### src/rtl/binary_to_bcd_seq.sv
// Sequential shift-and-add-3 binary-to-BCD converter with start/busy/done handshake.
// Optional two's-complement input handling is enabled by defining BCD_SIGNED_EN.
module binary_to_bcd_seq #(
  parameter int unsigned WIDTH  = 8,
  parameter int unsigned DIGITS = 3
) (
  input  logic                clk,
  input  logic                rst,
  input  logic                start,
  input  logic [WIDTH-1:0]    bin_in,
  output logic                busy,
  output logic                done,
  output logic [4*DIGITS-1:0] bcd_out
`ifdef BCD_SIGNED_EN
  ,
  output logic                sign_out
`endif
);

  localparam int unsigned CW = $clog2(WIDTH + 1);
  localparam int unsigned BW = 4 * DIGITS;

  typedef enum logic [1:0] {
    IDLE  = 2'd0,
    SHIFT = 2'd1,
    DONE  = 2'd2
  } state_e;

  state_e           state_q;
  logic [CW-1:0]    cnt_q;
  logic [WIDTH-1:0] shreg_q;
  logic [WIDTH-1:0] shreg_sh;
  logic [WIDTH-1:0] operand;
  logic [BW-1:0]    scratch_q;
  logic [BW-1:0]    scratch_adj;
  logic [BW-1:0]    scratch_sh;
  logic [BW-1:0]    bcd_q;
  logic             busy_q;
  logic             done_q;
  logic             accept;
`ifdef BCD_SIGNED_EN
  logic             sign_p_q;
  logic             sign_q;
`endif

  // Add-3 correction on every digit, then one left shift of {scratch, shift reg}.
  always_comb begin
    scratch_adj = scratch_q;
    for (int unsigned i = 0; i < DIGITS; i++) begin
      if (scratch_q[4*i +: 4] >= 4'd5) begin
        scratch_adj[4*i +: 4] = scratch_q[4*i +: 4] + 4'd3;
      end
    end
    scratch_sh = {scratch_adj[BW-2:0], shreg_q[WIDTH-1]};
    shreg_sh   = shreg_q << 1;
  end

  always_comb begin
`ifdef BCD_SIGNED_EN
    operand = bin_in[WIDTH-1] ? -bin_in : bin_in;
`else
    operand = bin_in;
`endif
    accept = start && ((state_q == IDLE) || (state_q == DONE));
  end

  // Accept handling sits after the case so DONE can restart without a duplicated branch.
  always_ff @(posedge clk) begin
    if (rst) begin
      state_q   <= IDLE;
      cnt_q     <= '0;
      shreg_q   <= '0;
      scratch_q <= '0;
      bcd_q     <= '0;
      busy_q    <= 1'b0;
      done_q    <= 1'b0;
`ifdef BCD_SIGNED_EN
      sign_p_q  <= 1'b0;
      sign_q    <= 1'b0;
`endif
    end else begin
      done_q <= 1'b0;
      case (state_q)
        IDLE: begin
          state_q <= IDLE;
        end
        SHIFT: begin
          scratch_q <= scratch_sh;
          shreg_q   <= shreg_sh;
          cnt_q     <= cnt_q - CW'(1);
          if (cnt_q == CW'(1)) begin
            state_q <= DONE;
            busy_q  <= 1'b0;
          end
        end
        DONE: begin
          bcd_q   <= scratch_q;
          done_q  <= 1'b1;
`ifdef BCD_SIGNED_EN
          sign_q  <= sign_p_q;
`endif
          state_q <= IDLE;
        end
        default: begin
          state_q <= IDLE;
          busy_q  <= 1'b0;
        end
      endcase

      if (accept) begin
        shreg_q   <= operand;
        scratch_q <= '0;
        cnt_q     <= CW'(WIDTH);
        state_q   <= SHIFT;
        busy_q    <= 1'b1;
`ifdef BCD_SIGNED_EN
        sign_p_q  <= bin_in[WIDTH-1];
`endif
      end
    end
  end

  assign busy    = busy_q;
  assign done    = done_q;
  assign bcd_out = bcd_q;
`ifdef BCD_SIGNED_EN
  assign sign_out = sign_q;
`endif

endmodule

### config.mk
export PLATFORM = sky130hd
export DESIGN_NAME = binary_to_bcd_seq
export DESIGN_NICKNAME = d
export VERILOG_FILES = /design/src/rtl/binary_to_bcd_seq.sv
export SDC_FILE = /design/constraint.sdc
export NUM_CORES = 1
export LEC_CHECK = 0
export ABC_AREA = 1
export CAP_MARGIN = 30
export CORE_AREA = 2 2 67 69
export DETAILED_ROUTE_END_ITERATION = 10
export DIE_AREA = 0 0 69 71
export PLACE_DENSITY = 0.69
export SYNTH_ARGS = -nofsm -noshare
export SYNTH_HDL_FRONTEND = slang
export SYNTH_SLANG_ARGS = --single-unit
### constraint.sdc
create_clock -name clk -period 1.3 [get_ports clk]
set_clock_uncertainty 0.1 [all_clocks]
set_input_delay 0.26 -clock clk [delete_from_list [all_inputs] [get_ports clk]]
set_output_delay 0.26 -clock clk [all_outputs]
set_load 0.01 [all_outputs]
==> run metrics <==
status=finished clean; Unique masters post-synth=24; Finished Layout Cells=between 300 and 400; # diodes=0; Starting Density=43.3%; Worst EP arrival=1.38 ns; CTS tree=yes; Max Cap Viol=0; Comb pwr share=16.3%; H-tree levels=2; FMAX=just under 0.8 GHz; Clock power frac=32.2%; worst hold margin=0.379 ns; syn_area_per_cell=7.37 um^2; CTS Sinks=40; Post-DP HPWL=2600 um; Post-Route Utilization=58.3%; Final Hold Fails=0; Worst-Skew Late Latency=0.29 ns; post-synthesis sequential area ratio=44.0%; Detail Route Antenna Nets=0; core area=4200 um^2; Psw=684 uW; Max FO, Critical Path=4; Synth area leaders=dfxtp_1 44%, nand2_1 8.9%, a21oi_1 7.1%, o21ai_0 7.1%, inv_1 6.2%; Netlist Area Pre-Place=~1800 um^2; die area=4900 um^2; via count=between 1.5k and 2k; Pre-Repair DR Iteration Count=4; mux contribution to synthesized area=0%; Placed Cells=331; Worst-path clk slew=~0.07 ns; power per cell area=~1100 nW/um^2; worst IR drop on VDD=approximately 0.00043 V; crit path kind=reg2reg; vias per cell=roughly 5; Slew HR=approximately four fifths; largest net degree at the start of global routing=22; #FFs+latches synth=40; Finish-stage setup viols=0; post-synthesis xor/xnor area fraction=0%; largest family of logic cells by synthesized area=simple AND/OR/NAND/NOR gates; crit path max-delay cell type=dfxtp_2; Row Count=24; CTS Root Cell=clkbuf_8; area leader, netlist=dfxtp_1; Final Wtd Congestion=0.794; Startpoint Class=flip-flop; clk buf depth=2; Post-Route WL=4000 um; measured slew at the worst slew-check pin=0.314 ns; initial antenna violation count=0; # DRC=0; TNS Setup=0 ns; Post-Syn Nets=around 270; port bufs=24; worst-path cell chain=inv_4 > ha_4 > inv_2 > o21ai_2 > nand2_1 > nand2_1 > nand3_2 > nand2_2 > inv_2; total gr overflow=0; worst min path class=reg2reg; DR iter-0 viols=105; Synth Warn #=0; share of the synthesized area in the top cell type=44.0%; Placed Area=approximately 2200 um^2; IO Count=25; PnR worst setup slack=0.00560 ns; area grow syn2layout=34.7%; Worst path max stage delay=0.34 ns; synthesized instance count=247; WL/cell=11.7 um; min Tclk post-route=between 1 and 1.5 ns; first-pass GRT wire length=6850 um; vias in the first global route=1575; layout cell share with drive strength beyond 1=25.2%; Synth Area in Simple Gates=23.0%; Compound-Gate Fraction of Synth Area=17.4%; Tcrit/Tclk final=roughly 100%; RSZ-0062 raised after global routing=yes; Critical Path End Type=flip-flop; GRT Util Overall=17.0%; Final #Nets=308; Flop pwr share=around 52%; Num CTS Buffers=5; Net Sw Frac=26.5%; Worst Path Required=1.39 ns; DIE HEIGHT=71 um; cell area after layout=around 2500 um^2; Cell Int Power=1.90 mW; Lkg Pwr=around 1.1 nW; Overall Power=2.58 mW; adder-cell share of the synthesized area=5.50%; Post-Place Setup Slack=-0.231 ns; Final Max Slew Viols=0; Die W=between 60 and 70 um
critical path, delay by kind of cell (launching register included):
family,cells,cell delay (ns)
fa+ha+maj,1,0.14
simple gates,4,0.33
compound gates,1,0.16
flops,1,0.34
buf+inv,3,0.14
power groups by stage:
stage               Combinational, mW  Clock, mW  Sequential (mW)
global route                    0.476      0.913             1.34
global placement                0.369          0             1.35
finish                          0.422      0.832             1.33
floorplan                       0.244          0             1.34
CTS                             0.374      0.857             1.32
detailed placement              0.374          0             1.35
cells in the mapped netlist:
cell      number
dfxtp_1       40
clkbuf_1       1
o21ai_1        1
inv_1         30
nand4_1        1
nand2_4        1
ha_1           8
nor2_1        23
o211ai_1       1
a211oi_1       1
o2111a_1       1
buf_6          1
buf_1          1
buf_2          4
nand2_2        3
nor3_1         5
a211oi_2       2
o21ai_0       26
a21oi_1       26
inv_4          1
inv_2          3
nand2_1       43
buf_4          2
nand3_1       22
state kept, by name, indices dropped and copies added (netlist names):
register / count
busy: 1
done: 1
scratch_q: 12
cnt_q: 4
bcd_out: 12
state_q: 2
shreg_q: 8
cells in the final DEF, fill, tap and decap left out, types with 8 or more instances in the layout:
master,instances
dfxtp_1,32
nand2_2,9
nand2_1,33
clkdlybuf4s50_1,10
inv_1,20
buf_4,20
nor2_1,23
a21oi_1,26
nand3_1,20
o21ai_0,23
inv_2,8
dlygate4sd2_1,13
final timing paths:
check | from | endpoint | slack, ns | cells after the start
worst max-delay path | scratch_q[9] | scratch_q[9] | 0.006 | 9
worst min-delay path | bcd_out[2] | bcd_out[2] | 0.38 | 2
worst max register to register | scratch_q[9] | scratch_q[9] | 0.006 | 9
worst min register to register | bcd_out[2] | bcd_out[2] | 0.38 | 2
kinds of logic after synthesis:
| kind of cell | after synthesis |
|---|---|
| DFF | 40 |
| AOI/OAI and AO/OA | 58 |
| adders and majority gates | 8 |
| buffers and inverters | 43 |
| and+or+nand+nor | 98 |
routing by layer:
metal / share of wire, % / GRT usage (%) / routed length, um
met1: 50 / 21.2 / 2000
met2: 46 / 28.2 / 1820
met3: 3.0 / 4.99 / 118
met4: 1.5 / 6.10 / 61
met5: 0 / 0 / 0
layout make-up:
cell class              count  area, um^2
well taps                  52        65.1
multi-input cells         164         960
clock buffers               8        90.1
inverters                  34         148
repair buffers             44         374
flip-flops and latches     40         816
fillers                   381        1750
repair_timing:
item / 4_1_cts / 5_1_grt
resized for setup: 20 / 53
setup buffers: 0 / 4
hold endpoints to repair: 0 / 0
pin swaps: 0 / 14
endpoints found under the setup margin: 20 / 20
hold buffers: 0 / 0
No activity file was read; power rests on OpenSTA's default activity.
